<file path="src/rtl/img_proc_pkg.sv">
// Shared types for the Bayer image-processing path: quad sample bundle and framing states.
package img_proc_pkg;

    localparam int unsigned BAYER_W = 12;

    typedef enum logic [1:0] {
        IDLE,
        ACTIVE,
        WAIT
    } quad_state_t;

    typedef struct packed {
        logic [BAYER_W-1:0] g1;
        logic [BAYER_W-1:0] r;
        logic [BAYER_W-1:0] b;
        logic [BAYER_W-1:0] g2;
    } quad_t;

endpackage

</file>
<file path="src/rtl/quad_sum.sv">
// Registered stage-1 combiner: folds a 2x2 Bayer quad into a 16-bit pixel word.
// RGB565_EN selects RGB565 packing; otherwise the word is 12-bit gray, zero-extended.
module quad_sum
    import img_proc_pkg::*;
(
    input  logic        clk,
    input  logic        rst,
    input  logic        valid_i,
    input  logic        eof_i,
    input  quad_t       quad_i,
    output logic        valid_o,
    output logic        eof_o,
    output logic [15:0] pix_o
);

`ifdef RGB565_EN
    logic [BAYER_W:0] gsum;
    logic [15:0]      rgb_q;

    assign gsum = {1'b0, quad_i.g1} + {1'b0, quad_i.g2};

    always_ff @(posedge clk) begin
        if (rst) begin
            rgb_q <= '0;
        end else if (valid_i) begin
            rgb_q <= {5'(quad_i.r >> 7), 6'(gsum >> 7), 5'(quad_i.b >> 7)};
        end
    end

    assign pix_o = rgb_q;
`else
    logic [BAYER_W+1:0] sum;
    logic [BAYER_W+1:0] sum_q;

    // 14 bits hold four full-scale samples without overflow.
    assign sum = 14'(quad_i.g1) + 14'(quad_i.r) + 14'(quad_i.b) + 14'(quad_i.g2);

    always_ff @(posedge clk) begin
        if (rst) begin
            sum_q <= '0;
        end else if (valid_i) begin
            sum_q <= sum;
        end
    end

    assign pix_o = 16'(sum_q >> 2);
`endif

    always_ff @(posedge clk) begin
        if (rst) begin
            valid_o <= 1'b0;
            eof_o   <= 1'b0;
        end else begin
            valid_o <= valid_i;
            eof_o   <= valid_i && eof_i;
        end
    end

endmodule

</file>
<file path="src/rtl/bayer_quad_gray.sv">
// Collapses each G R / B G Bayer quad into one half-resolution pixel with frame sync and
// EOL/EOF flags. Define RGB565_EN for RGB565 output instead of 12-bit gray.
module bayer_quad_gray
    import img_proc_pkg::*;
#(
    parameter int unsigned IMG_W = 1280,
    parameter int unsigned IMG_H = 960
) (
    input  logic               clk,
    input  logic               rst,
    input  logic               iDVAL,
    input  logic [BAYER_W-1:0] iTAP0,
    input  logic [BAYER_W-1:0] iTAP1,
    input  logic [11:0]        iX_Cont,
    input  logic [15:0]        iY_Cont,
    output logic [15:0]        oDATA,
    output logic               oVAL,
    output logic               oEOL,
    output logic               oEOF,
    output logic [10:0]        oX,
    output logic [14:0]        oY,
    output logic               oSYNCED
);

    localparam logic [11:0] LAST_X  = 12'(IMG_W - 1);
    localparam logic [15:0] LAST_Y  = 16'(IMG_H - 1);
    localparam logic [10:0] LAST_OX = 11'(IMG_W / 2 - 1);
    localparam logic [14:0] LAST_OY = 15'(IMG_H / 2 - 1);

    quad_state_t        state_q;
    logic [BAYER_W-1:0] p0_q, p1_q;
    logic [10:0]        col_q;
    logic [14:0]        row_q;
    logic               sof, quad_done, quad_acc, quad_last, col_last;
    quad_t              quad;
    logic               s1_valid, s1_eof;
    logic [15:0]        s1_pix;

    assign sof       = iDVAL && (iX_Cont == '0) && (iY_Cont == '0);
    assign quad_done = iDVAL && iX_Cont[0] && iY_Cont[0];
    assign quad_acc  = quad_done && (state_q == ACTIVE);
    assign quad_last = (iX_Cont == LAST_X) && (iY_Cont == LAST_Y);
    assign quad      = '{g1: p0_q, r: iTAP0, b: p1_q, g2: iTAP1};
    assign col_last  = (col_q == LAST_OX);
    assign oSYNCED   = (state_q == ACTIVE);

    always_ff @(posedge clk) begin
        if (rst) begin
            state_q <= IDLE;
        end else begin
            unique case (state_q)
                IDLE, WAIT: if (sof) state_q <= ACTIVE;
                ACTIVE:     if (quad_acc && quad_last) state_q <= WAIT;
                default:    state_q <= IDLE;
            endcase
        end
    end

    // Left-column samples persist across iDVAL gaps until the odd column arrives.
    always_ff @(posedge clk) begin
        if (rst) begin
            p0_q <= '0;
            p1_q <= '0;
        end else if (iDVAL) begin
            p0_q <= iTAP0;
            p1_q <= iTAP1;
        end
    end

    quad_sum u_quad_sum (
        .clk     (clk),
        .rst     (rst),
        .valid_i (quad_acc),
        .eof_i   (quad_last),
        .quad_i  (quad),
        .valid_o (s1_valid),
        .eof_o   (s1_eof),
        .pix_o   (s1_pix)
    );

    always_ff @(posedge clk) begin
        if (rst) begin
            oDATA <= '0;
            oVAL  <= 1'b0;
            oEOL  <= 1'b0;
            oEOF  <= 1'b0;
            oX    <= '0;
            oY    <= '0;
            col_q <= '0;
            row_q <= '0;
        end else begin
            oVAL <= s1_valid;
            oEOL <= s1_valid && col_last;
            oEOF <= s1_valid && s1_eof;
            if (s1_valid) begin
                oDATA <= s1_pix;
                oX    <= col_q;
                oY    <= row_q;
            end
            // A frame start clears the counters; an in-flight pixel keeps its old coordinates.
            if (sof) begin
                col_q <= '0;
                row_q <= '0;
            end else if (s1_valid) begin
                col_q <= (s1_eof || col_last) ? '0 : col_q + 11'd1;
                if (s1_eof) begin
                    row_q <= '0;
                end else if (col_last) begin
                    row_q <= (row_q == LAST_OY) ? '0 : row_q + 15'd1;
                end
            end
        end
    end

endmodule

</file>
<file path="config.mk">
export PLATFORM = sky130hd
export DESIGN_NAME = bayer_quad_gray
export DESIGN_NICKNAME = d
export VERILOG_FILES = /design/src/rtl/img_proc_pkg.sv /design/src/rtl/quad_sum.sv /design/src/rtl/bayer_quad_gray.sv
export SDC_FILE = /design/constraint.sdc
export NUM_CORES = 1
export LEC_CHECK = 0
export ABC_AREA = 1
export CORE_MARGIN = 5
export CORE_UTILIZATION = 35
export DETAILED_ROUTE_END_ITERATION = 10
export GPL_TIMING_DRIVEN = 0
export PLACE_DENSITY = 0.53
export SYNTH_ARGS = -nofsm -noshare
export SYNTH_HDL_FRONTEND = slang
export SYNTH_SLANG_ARGS = --single-unit
</file>
<file path="constraint.sdc">
create_clock -name clk -period 9.11 [get_ports clk]
set_input_delay 2.2775 -clock clk [delete_from_list [all_inputs] [get_ports clk]]
set_output_delay 2.2775 -clock clk [all_outputs]
set_load 0.05 [all_outputs]
</file>
Yosys cells after proc, flatten, opt, wreduce, memory -nomap -nowiden
Cells that the tools add are included.
W data, S select, Z words.
{"block": "totals", "reg_bits": 109, "out_inout_bits": 46, "wordCells": 52}
{"block": "classes", "n_addsub": 5, "n_eq_ne": 8, "muxes": 7, "reduce_logical": 18}
{"op": "$mux W15", "n": 3}
{"op": "$add A14 B12 Y14", "n": 2}
{"op": "$eq A16 B10 Y1 const B", "n": 1}
{"op": "$logic_not A16 Y1", "n": 1}
{"op": "$add A15 B1 Y15 const B", "n": 1}
{"op": "$eq A15 B9 Y1 const B", "n": 1}
{"op": "$add A12 B12 Y13", "n": 1}
{"op": "$eq A12 B11 Y1 const B", "n": 1}
{"op": "$logic_not A12 Y1", "n": 1}
{"op": "$add A11 B1 Y11 const B", "n": 1}
{"op": "$eq A11 B10 Y1 const B", "n": 1}
{"op": "$mux W11", "n": 1}
{"op": "$logic_and A1 B1 Y1", "n": 9}
{"op": "$mux W2", "n": 2}
{"op": "$pmux W2 S2", "n": 1}
{"op": "$reduce_and A2 Y1", "n": 2}
{"op": "$reduce_or A2 Y1", "n": 2}
{"op": "$eq A2 B1 Y1 const B", "n": 1}
{"op": "$eq A2 B2 Y1 const B", "n": 1}
{"op": "$logic_not A2 Y1", "n": 1}
{"op": "$ne A2 B1 Y1 const B", "n": 1}
{"op": "$ne A2 B2 Y1 const B", "n": 1}
{"op": "$reduce_bool A2 Y1", "n": 1}
{"op": "$logic_or A1 B1 Y1", "n": 1}

Logic depth before layout (Yosys ltp)
Gate-level depths: netlist (run 1).
{"block": "logic_depth", "word_depth": 6, "mapped_depth": 21, "ltp_nobuf": 21}

By module
From an unflattened synthesis (run 1), not the netlist that was laid out.
{"block": "hier_totals", "hier_cells": 876, "area_unflattened_um2": 6073.3}
{"mod": "bayer_quad_gray", "n_inst": 1, "cells_each": 581, "area_per_inst_um2": 4082.7, "seq_area_each_um2": 1941.9}
{"mod": "quad_sum", "n_inst": 1, "cells_each": 295, "area_per_inst_um2": 1990.7, "seq_area_each_um2": 280.3}

Least setup slack after synthesis (run 1)
OpenSTA, ideal clock, no wires.
{"block": "synth_path", "path_kind": "input to register", "from": "input iTAP0[0]", "to": "register u_quad_sum.sum_q[12]", "setup_ps": 109, "arrival_ps": 4954, "t_required_ps": 9001, "slack_ps": 4046, "stages": 19, "cell_sequence": "ha_1 > fa_1 > nand3_1 > nand3_1 > a21oi_1 > nor2_1 > nor2_1 > xor2_1 > fa_1 > inv_1 > ha_1 > nand2_1 > nor2_1 > and2_1 > nand2_1 > nand3_1 > nand3_1 > nand2_1 > inv_1"}
{"block": "synth_between", "elab_chain_cells": 3}
{"element": "start, declared", "line_no": "bayer_quad_gray.sv:12", "text": "input logic [BAYER_W-1:0] iTAP0,"}
{"element": "$add A12 B12 Y13", "line_no": "quad_sum.sv:36", "text": "assign sum = 14'(quad_i.g1) + 14'(quad_i.r) + 14'(quad_i.b) + 14'(quad_i.g2);"}
{"element": "$add A14 B12 Y14 (2 in a row)", "line_no": "quad_sum.sv:36"}
{"element": "end signal, assigned", "line_no": "quad_sum.sv:42", "text": "sum_q <= sum;"}
{"element": "end, declared", "line_no": "quad_sum.sv:33", "text": "logic [BAYER_W+1:0] sum_q;"}
Every way passes these cells.
A chain may end at the register's enable or synchronous reset.

Worst setup path in the final report (run 1)
{"block": "layout_path", "from": "input iTAP0[0]", "to": "register u_quad_sum.sum_q[9]"}
Same word-level chain as after synthesis.

==> impl_metrics.csv, run 1 <==
group,metric,value,unit
synthesis,synth-seq-cells,107,
setup_path,crit_type,"primary input to flop",
setup_path,cp-start-kind,"primary input",
setup_path,end_kind,"flop",
grt,grt_pass1_vias,5479,
power,p_sw_share,32.5,%
placement,preCtsSetupSlack,3.05,ns
detailed_routing,via_per_inst,4.66,
setup_path,slowest_delay,0.46,ns
power,ir_drop,101,uV
clock_network,h-tree-depth,3,
final_layout,diodes,0,
clock_network,clock_path_buffers,2,
final_layout,final_nets,1088,
sta,relSlewSlack,58.8,%
sta,setup_violations,0,
sta,clock_skew,0.00940,ns
power,power.density,153,mW/mm2
clock_network,cts.repair.resized,0,
power,seqPwrFrac,41.3,%
power,static-leakage-power,3.35,nW
placement,placedCellCount,1208,
clock_network,cts_hold_buffers,0,
flow_run,max-cap-violations,0,
final_layout,mostFrequentLayoutCells,"nor2_1 (146), nand2_1 (144), inv_1 (135)",
grt,grt_first_pass_wirelength,27700,um
setup_path,cp_cell_sequence,"clkdlybuf4s50_1 -> ha_1 -> fa_1 -> nand3_1 -> nand3_1 -> a21oi_1 -> nor2_1 -> nor2_1 -> xor2_1 -> fa_1 -> inv_1 -> ha_1 -> nand2_1 -> nor2_1 -> nor2_1 -> a21oi_1 -> o21ai_0 -> inv_1",
power,p_switching,0.000377,W
final_layout,area_growth,24.9,%
clock_network,clock_latency,0.36,ns
setup_path,worstPathArrival,5.91,ns
power,pwr-share-comb,26.4,%
setup_path,path_max_fanout,5,
clock_network,cts_num_sinks,107,
grt,antenna_found_initial,0,
sta,setup_tns,0,ns
setup_path,reg2reg_slack,5.57,ns
sta,setup_ws,3.45,ns
power,p_clk_share,32.3,%
clock_network,ctsRootBufferMaster,"clkbuf_16",
clock_network,clk_pin_slew,0.07,ns
detailed_routing,ant_nets,0,
detailed_routing,drt_iter0_drc,267,
clock_network,cts_tree,"done",
floorplan,start_util,35.4,%
setup_path,crit_slowest_cell,"clkdlybuf4s50_1",
sta,final.min_clock_period,5.66,ns
grt,grt_max_degree,18,
floorplan,core_area,0.0171,mm2
power,p_int,0.000781,W
detailed_routing,dr.pass1.iters,5,
floorplan,die_height,142,um
synthesis,synth_area_leader_cell,"dfxtp_1",
min_path,hp-class,"flop to flop",
floorplan,io_pins,101,
synthesis,synth.area.top_cells,"dfxtp_1 (35%), nor2_1 (9.0%), nand2_1 (8.9%)",
synthesis,yosys.cell_types.count,35,
sta,slew_viol_final,0,
clock_network,post-cts-setup-buffers,0,
sta,worst_pin_slew,0.617,ns
grt,grt_overflow,0,
sta,hold_violations,0,
clock_network,cts_buffers,9,
placement,gp_congestion,0.902,
run_status,status,"completed",
sta,rsz0062_at_grt,"false",
floorplan,die_width,142,um
detailed_routing,drc,0,
floorplan,rows,48,
grt,groute.usage.overall,17.2,%
detailed_routing,routed_wl,16900,um
synthesis,synth_top_area_share,35.3,%
synthesis,syn_avg_cell_area,6.85,um2
placement,io_buffers,95,
detailed_routing,post_drt_wl_per_cell,13.8,um
synthesis,yosysWarnings,0,
sta,hold_slack,0.457,ns
power,fin_total_pwr,0.00116,W
sta,period_share,62.2,%
synthesis,ys_seq_area_share,35.3,%
floorplan,die_area,0.0201,mm2
placement,dp_hpwl,13500,um
synthesis,syn_inst,885,
synthesis,syn_area,0.00606,mm2
setup_path,cpMostUsedCell,"nor2_1",
setup_path,cp_data_required_time,9.36,ns
sta,fmax,177,MHz
final_layout,finalNonFillerCells,1223,
final_layout,drive_gt1_share,3.81,%
detailed_routing,vias,5694,
final_layout,mostFrequentLayoutCell,"nor2_1",
## sequential cells by signal, indices dropped and copies added, names as in the netlist, 2 cells and up
name              flops
p0_q                 12
p1_q                 12
state_q               2
col_q                11
u_quad_sum.sum_q     12
oX                   11
oDATA                12
oY                   15
row_q                15
## critical path, delay by kind of cell
kind	cells	cell delay, ns
AOI/OAI and AO/OA	3	0.49
buffers and inverters	3	0.58
xor gates and xnor gates	1	0.29
and+or+nand+nor	7	0.81
adders and majority gates	4	1.46
## through the flow
| step | cell area (um2) | utilization, % |
|---|---|---|
| floorplan | 6070 | - |
| global placement | 7310 | 42.7 |
| detailed placement | 7310 | 42.7 |
| CTS | 7570 | 44.2 |
| global route | 7570 | 44.2 |
| finish | 7570 | 44.2 |
## layout make-up
type | instances | area [um2]
plain buffers | 31 | 145
inverters | 136 | 510
well taps | 225 | 282
repair buffers | 95 | 951
clock inverters | 5 | 38.8
multi-input cells | 614 | 3280
fillers | 1827 | 9540
clock buffers | 10 | 229
flip-flops and latches | 107 | 2140
## power groups by stage
stage / clock network, W / registers (W) / logic (W)
floorplan: 0 / 0.000488 / 0.000220
global placement: 0 / 0.000489 / 0.000308
detailed placement: 0 / 0.000489 / 0.000309
CTS: 0.000389 / 0.000478 / 0.000311
global route: 0.000408 / 0.000479 / 0.000357
finish: 0.000373 / 0.000478 / 0.000306
## cells in the mapped netlist
cell and count:
a211oi_1 4, a21oi_1 69, a31oi_1 3, and2_1 1, buf_1 1, buf_2 5
buf_4 4, buf_6 1, clkbuf_1 20, conb_1 1, dfxtp_1 107, fa_1 13
ha_1 26, inv_1 135, inv_2 1, nand2_1 144, nand2_2 3, nand2_4 2
nand3_1 57, nand3b_1 3, nand4_1 18, nand4_4 1, nor2_1 146, nor2_2 3
nor2_4 1, nor3_1 17, nor3b_1 1, nor4_1 1, o21ai_0 72, o21bai_1 1
o21bai_2 1, o31ai_1 1, or2_2 2, xnor2_1 7, xor2_1 13
## final timing paths
| path | to | startpoint | cells after the start |
|---|---|---|---|
| max | u_quad_sum.sum_q[9]$_SDFFE_PP0P_ | iTAP0[0] | 18 |
| min | oDATA[3]$_SDFFE_PP0P_ | u_quad_sum.sum_q[5]$_SDFFE_PP0P_ | 2 |
| max reg2reg | u_quad_sum.sum_q[9]$_SDFFE_PP0P_ | p0_q[0]$_SDFFE_PP0P_ | 17 |
| min reg2reg | oDATA[3]$_SDFFE_PP0P_ | u_quad_sum.sum_q[5]$_SDFFE_PP0P_ | 2 |
## metal layers
metal	track usage (%)	vias to the layer above	part of all wire, %
li1	-	3032	-
met4	3.64	0	0.80
met2	30.8	82	51
met1	21.6	2572	45
met5	0	-	0
met3	3.37	8	3.4
## cell families after synthesis
family          synth area share (%)
simple gates                    28.4
buf+inv                         10.8
compound gates                  12.9
flops                           35.3
fa+ha+maj                       9.66
xor+xnor                        2.89
other cells                   0.0619
(Power assumes the default switching activity.)
==> run 2, diff against run 1 <==
--- a/config.mk
+++ b/config.mk
@@ -10,7 +10,7 @@
 export CORE_UTILIZATION = 35
 export DETAILED_ROUTE_END_ITERATION = 10
 export GPL_TIMING_DRIVEN = 0
-export PLACE_DENSITY = 0.53
+export PLACE_DENSITY = 0.56
 export SYNTH_ARGS = -nofsm -noshare
 export SYNTH_HDL_FRONTEND = slang
 export SYNTH_SLANG_ARGS = --single-unit
==> constraint.sdc (replaced) <==
create_clock -name clk -period 4.65 [get_ports clk]
set_input_delay 1.1625 -clock clk [delete_from_list [all_inputs] [get_ports clk]]
set_output_delay 1.1625 -clock clk [all_outputs]
set_load 0.05 [all_outputs]
==> run 2 against run 1 <==
Net effect: cell count about the same; first-iteration DRC count increased by 6.7%; non-clock buffer count unchanged; sequential power up 96%; worst setup slack got worse by 3.2 ns; total power rose by 110%; combinational power is 99% higher.
==> impl_metrics.csv, run 2 (same netlist as run 1, synthesis figures left out) <==
group,metric,value,unit
sta,setup_violations,0,
final_layout,mostFrequentLayoutCells,"nor2_1 (145), nand2_1 (143), inv_1 (135)",
final_layout,drive_gt1_share,4.60,%
detailed_routing,drc,0,
detailed_routing,post_drt_wl_per_cell,13.5,um
clock_network,clk_pin_slew,0.08,ns
clock_network,ctsRootBufferMaster,"clkbuf_16",
floorplan,core_area,0.0171,mm2
final_layout,fin_area,0.00765,mm2
sta,fmax,228,MHz
detailed_routing,ant_nets,0,
sta,hold_violations,0,
sta,final.min_clock_period,4.39,ns
sta,slew_viol_final,0,
final_layout,top_regs,"oY x15, row_q x15",
clock_network,cts_num_sinks,107,
detailed_routing,dr.pass1.iters,5,
detailed_routing,vias,5663,
final_layout,finalNonFillerCells,1224,
grt,grt_first_pass_wirelength,27400,um
floorplan,rows,48,
final_layout,final_nets,1088,
setup_path,crit_type,"primary input to flop",
clock_network,cts_buffers,9,
detailed_routing,drt_iter0_drc,285,
placement,placedCellCount,1208,
sta,setup_tns,0,ns
grt,grt_overflow,0,
sta,period_share,94.4,%
setup_path,worstPathArrival,4.65,ns
clock_network,h-tree-depth,3,
power,ir_drop,191,uV
setup_path,path_max_fanout,5,
setup_path,cp_data_required_time,4.91,ns
placement,dp_hpwl,13100,um
sta,rsz0062_at_grt,"false",
placement,io_buffers,95,
power,fin_total_pwr,0.00238,W
power,static-leakage-power,3.38,nW
sta,relSlewSlack,58.3,%
setup_path,end_kind,"flop",
final_layout,mostFrequentLayoutCell,"nor2_1",
power,power.density,311,mW/mm2
sta,clock_skew,0.0103,ns
setup_path,cp-start-kind,"primary input",
clock_network,clock_latency,0.36,ns
detailed_routing,via_per_inst,4.63,
placement,postPlaceCellArea,0.00731,mm2
floorplan,io_pins,101,
min_path,hp-class,"flop to flop",
grt,antenna_found_initial,0,
floorplan,die_width,142,um
grt,groute.usage.overall,16.9,%
flow_run,max-cap-violations,0,
sta,worst_pin_slew,0.625,ns
floorplan,die_height,142,um
floorplan,die_area,0.0201,mm2
clock_network,cts_tree,"done",
floorplan,start_util,35.4,%
detailed_routing,routed_wl,16500,um
grt,grt_max_degree,22,
run_status,status,"completed",
clock_network,clock_path_buffers,2,
final_layout,diodes,0,
final_layout,area_growth,26.1,%
clock_network,cts_hold_buffers,0,
placement,gp_congestion,0.884,
grt,grt_pass1_vias,5467,
run 2: cell types whose count changed in the layout (fill, tap and decap cells not counted), moves of 2 or more:
cell,before,now
inv_8,1,3
a21oi_1,69,67
clkinv_2,2,0
a21oi_2,0,2
run 2: path summary, 6_finish.rpt:
kind                                     start                                end  slack [ns]  cells after the start
max                                   iTAP0[0]  u_quad_sum.sum_q[10]$_SDFFE_PP0P_        0.26                     20
max reg2reg               p0_q[0]$_SDFFE_PP0P_  u_quad_sum.sum_q[10]$_SDFFE_PP0P_        1.25                     19
min          u_quad_sum.sum_q[10]$_SDFFE_PP0P_              oDATA[8]$_SDFFE_PP0P_        0.45                      2
min reg2reg  u_quad_sum.sum_q[10]$_SDFFE_PP0P_              oDATA[8]$_SDFFE_PP0P_        0.45                      2
run 2: timing repair:
action,4_1_cts,5_1_grt
resized for setup,0,6
endpoints found under the hold margin,0,0
buffers inserted,0,0
endpoints found under the setup margin,0,5
run 2: routing by layer:
metal	track usage [%]	vias up	share of wire, %
met3	2.97	10	3.6
met1	21.3	2513	46
met2	30.2	98	49
met4	3.38	0	0.90
met5	0	-	0
li1	-	3042	-
run 2: through the flow:
stage / setup WS [ns] / util [%] / hold slack (ns)
after floorplan: 0.701 / - / 0.430
after global placement: -0.265 / 42.7 / 0.447
after detailed placement: -0.259 / 42.7 / 0.455
after CTS: 0.109 / 44.6 / 0.451
after global routing: 0.0214 / 44.7 / 0.467
final: 0.261 / 44.7 / 0.451
run 2: critical path, stage by stage:
cell	delay, ns
clkdlybuf4s50_1	0.46
ha_2	0.24
fa_2	0.37
nand3_1	0.10
nand3_1	0.13
a21oi_2	0.20
nor2_1	0.05
nor2_1	0.11
xor2_1	0.30
fa_1	0.46
inv_1	0.07
ha_1	0.30
nand2_2	0.13
inv_1	0.04
a21oi_1	0.18
nand3_1	0.10
nand2_1	0.07
nand3_1	0.07
nand2_1	0.06
inv_1	0.03
run 2: layout make-up:
type | count | area, um2
buffer | 31 | 145
clock buffer | 9 | 225
clock inverter | 7 | 97.6
multi-input combinational | 614 | 3290
sequential | 107 | 2140
inverter | 136 | 510
tap | 225 | 282
fill | 1798 | 9470
timing repair buffer | 95 | 951
run 2: where the power goes:
part / internal (W) / leakage, nW / switching, W
logic: 0.000238 / 2.35 / 0.000370
registers: 0.000930 / 0.868 / 0.00000676
clock network: 0.000437 / 0.159 / 0.000397
total: 0.00160 / 3.38 / 0.000774
==> run 3, diff against run 2 <==
==> constraint.sdc (replaced) <==
create_clock -name clk -period 3.75 [get_ports clk]
set_input_delay 0.9375 -clock clk [delete_from_list [all_inputs] [get_ports clk]]
set_output_delay 0.9375 -clock clk [all_outputs]
set_load 0.05 [all_outputs]
==> run 3 against run 2 <==
Net effect: sequential share of layout area fell by 1.3 points; clock skew down 0.0014 ns; sequential power up 24%; highest routed layer unchanged.
==> impl_metrics.csv, run 3 (same netlist as run 1, synthesis figures left out) <==
group,metric,value,unit
sta,slew_viol_final,0,
grt,groute.usage.overall,17.1,%
sta,final.min_clock_period,3.60,ns
detailed_routing,routed_wl,17000,um
clock_network,clk_pin_slew,0.08,ns
placement,preCtsSetupSlack,-0.934,ns
floorplan,die_area,0.0201,mm2
final_layout,drive_gt1_share,9.47,%
setup_path,cp-start-kind,"primary input",
sta,setup_ws,0.149,ns
final_layout,top_regs,"oY x15, row_q x15",
sta,hold_violations,0,
setup_path,crit_type,"primary input to flop",
sta,setup_violations,0,
grt,grtUsageMet1,21.4,%
clock_network,cts_num_sinks,107,
floorplan,start_util,35.4,%
clock_network,h-tree-depth,3,
setup_path,crit_slowest_cell,"fa_1",
detailed_routing,dr.pass1.iters,5,
floorplan,rows,48,
run_status,status,"completed",
detailed_routing,vias,5711,
setup_path,cp_cell_sequence,"clkbuf_2 -> ha_4 -> fa_2 -> nand3_1 -> nand3_2 -> a21oi_4 -> nor2_1 -> nor2_2 -> xor2_2 -> fa_1 -> inv_2 -> ha_4 -> nand2_1 -> nor2_1 -> nand2_1 -> nand3_1 -> nand2_1 -> o21ai_2 -> inv_1",
setup_path,end_kind,"flop",
grt,grt_overflow,0,
flow_run,max-cap-violations,0,
clock_network,clock_path_buffers,2,
final_layout,diodes,0,
power,static-leakage-power,3.49,nW
power,ir_drop,235,uV
detailed_routing,drt_iter0_drc,273,
sta,fmax,278,MHz
floorplan,io_pins,101,
sta,period_share,96.0,%
detailed_routing,via_per_inst,4.65,
clock_network,cts_tree,"done",
detailed_routing,post_drt_wl_per_cell,13.8,um
setup_path,cpMostUsedCell,"nand2_1",
grt,grt_max_degree,22,
placement,io_buffers,95,
sta,worst_pin_slew,0.627,ns
grt,grt_pass1_vias,5577,
clock_network,cts_hold_buffers,0,
grt,antenna_found_initial,0,
sta,setup_tns,0,ns
setup_path,path_max_fanout,5,
sta,hold_slack,0.450,ns
detailed_routing,ant_nets,0,
sta,relSlewSlack,58.2,%
floorplan,die_width,142,um
power,power.density,388,mW/mm2
grt,use_met2,30.9,%
final_layout,final_nets,1092,
grt,grt_first_pass_wirelength,27800,um
detailed_routing,drc,0,
setup_path,slowest_delay,0.52,ns
clock_network,clock_latency,0.35,ns
final_layout,mostFrequentLayoutCell,"nand2_1",
setup_path,worstPathArrival,3.86,ns
grt,busiest_layer,"met2",
setup_path,cp_data_required_time,4.01,ns
final_layout,area_growth,32.3,%
floorplan,die_height,142,um
min_path,hp-class,"flop to flop",
placement,gp_congestion,0.884,
placement,dp_hpwl,13100,um
final_layout,mostFrequentLayoutCells,"nand2_1 (139), nor2_1 (137), inv_1 (134)",
sta,clock_skew,0.00889,ns
clock_network,ctsRootBufferMaster,"clkbuf_16",
grt,grt_use_met3,2.97,%
clock_network,cts_buffers,9,
final_layout,num-fill-cells,1766,
floorplan,core_area,0.0171,mm2
-- run 3: report_power, final --
group	switching, W	internal (W)
Sequential	0.0000119	0.00115
Clock	0.000493	0.000543
Combinational	0.000534	0.000378
Total	0.00104	0.00207
-- run 3: layout make-up --
cell class | instances | area (um2) | share of cell area, %
repair buffers | 99 | 985 | 12.3
multi-input cells | 614 | 3630 | 45.3
clock buffers | 9 | 225 | 2.81
flip-flops and latches | 107 | 2140 | 26.7
clock inverters | 7 | 97.6 | 1.22
plain buffers | 31 | 145 | 1.81
inverters | 136 | 510 | 6.37
well taps | 225 | 282 | 3.51
-- run 3: worst paths after layout --
check	to	slack, ns	cells past startpoint	start
max reg2reg	u_quad_sum.sum_q[9]$_SDFFE_PP0P_	0.52	18	p0_q[0]$_SDFFE_PP0P_
min reg2reg	oDATA[8]$_SDFFE_PP0P_	0.45	2	u_quad_sum.sum_q[10]$_SDFFE_PP0P_
max	u_quad_sum.sum_q[9]$_SDFFE_PP0P_	0.15	19	iTAP0[0]
min	oDATA[8]$_SDFFE_PP0P_	0.45	2	u_quad_sum.sum_q[10]$_SDFFE_PP0P_
-- run 3: metal layers --
metal / wire length, um / part of all wire [%]
met3: 642 / 3.8
met2: 8590 / 51
met4: 142 / 0.84
met1: 7620 / 45
met5: 0 / 0
-- run 3: critical path: cells and delay by family --
| family | cells | cell delay, ns |
|---|---|---|
| xor+xnor | 1 | 0.11 |
| compound gates | 2 | 0.29 |
| fa+ha+maj | 4 | 1.41 |
| buf+inv | 3 | 0.21 |
| simple gates | 9 | 0.89 |
-- run 3: what timing repair did --
action	4_1_cts	5_1_grt
hold endpoints to repair	0	0
endpoints found under the setup margin	8	9
buffers inserted	3	1
pin swaps	11	21
gates resized for setup	37	38
-- run 3: metrics by stage --
stage / util (%) / total power (W) / std cells / cell area (um2)
after global placement: 42.7 / 0.00193 / 1208 / 7310
final: 46.8 / 0.00311 / 1228 / 8020
after floorplan: - / 0.00172 / 888 / 6070
after detailed placement: 42.7 / 0.00193 / 1208 / 7310
after global routing: 46.8 / 0.00330 / 1228 / 8020
after CTS: 45.8 / 0.00305 / 1227 / 7830
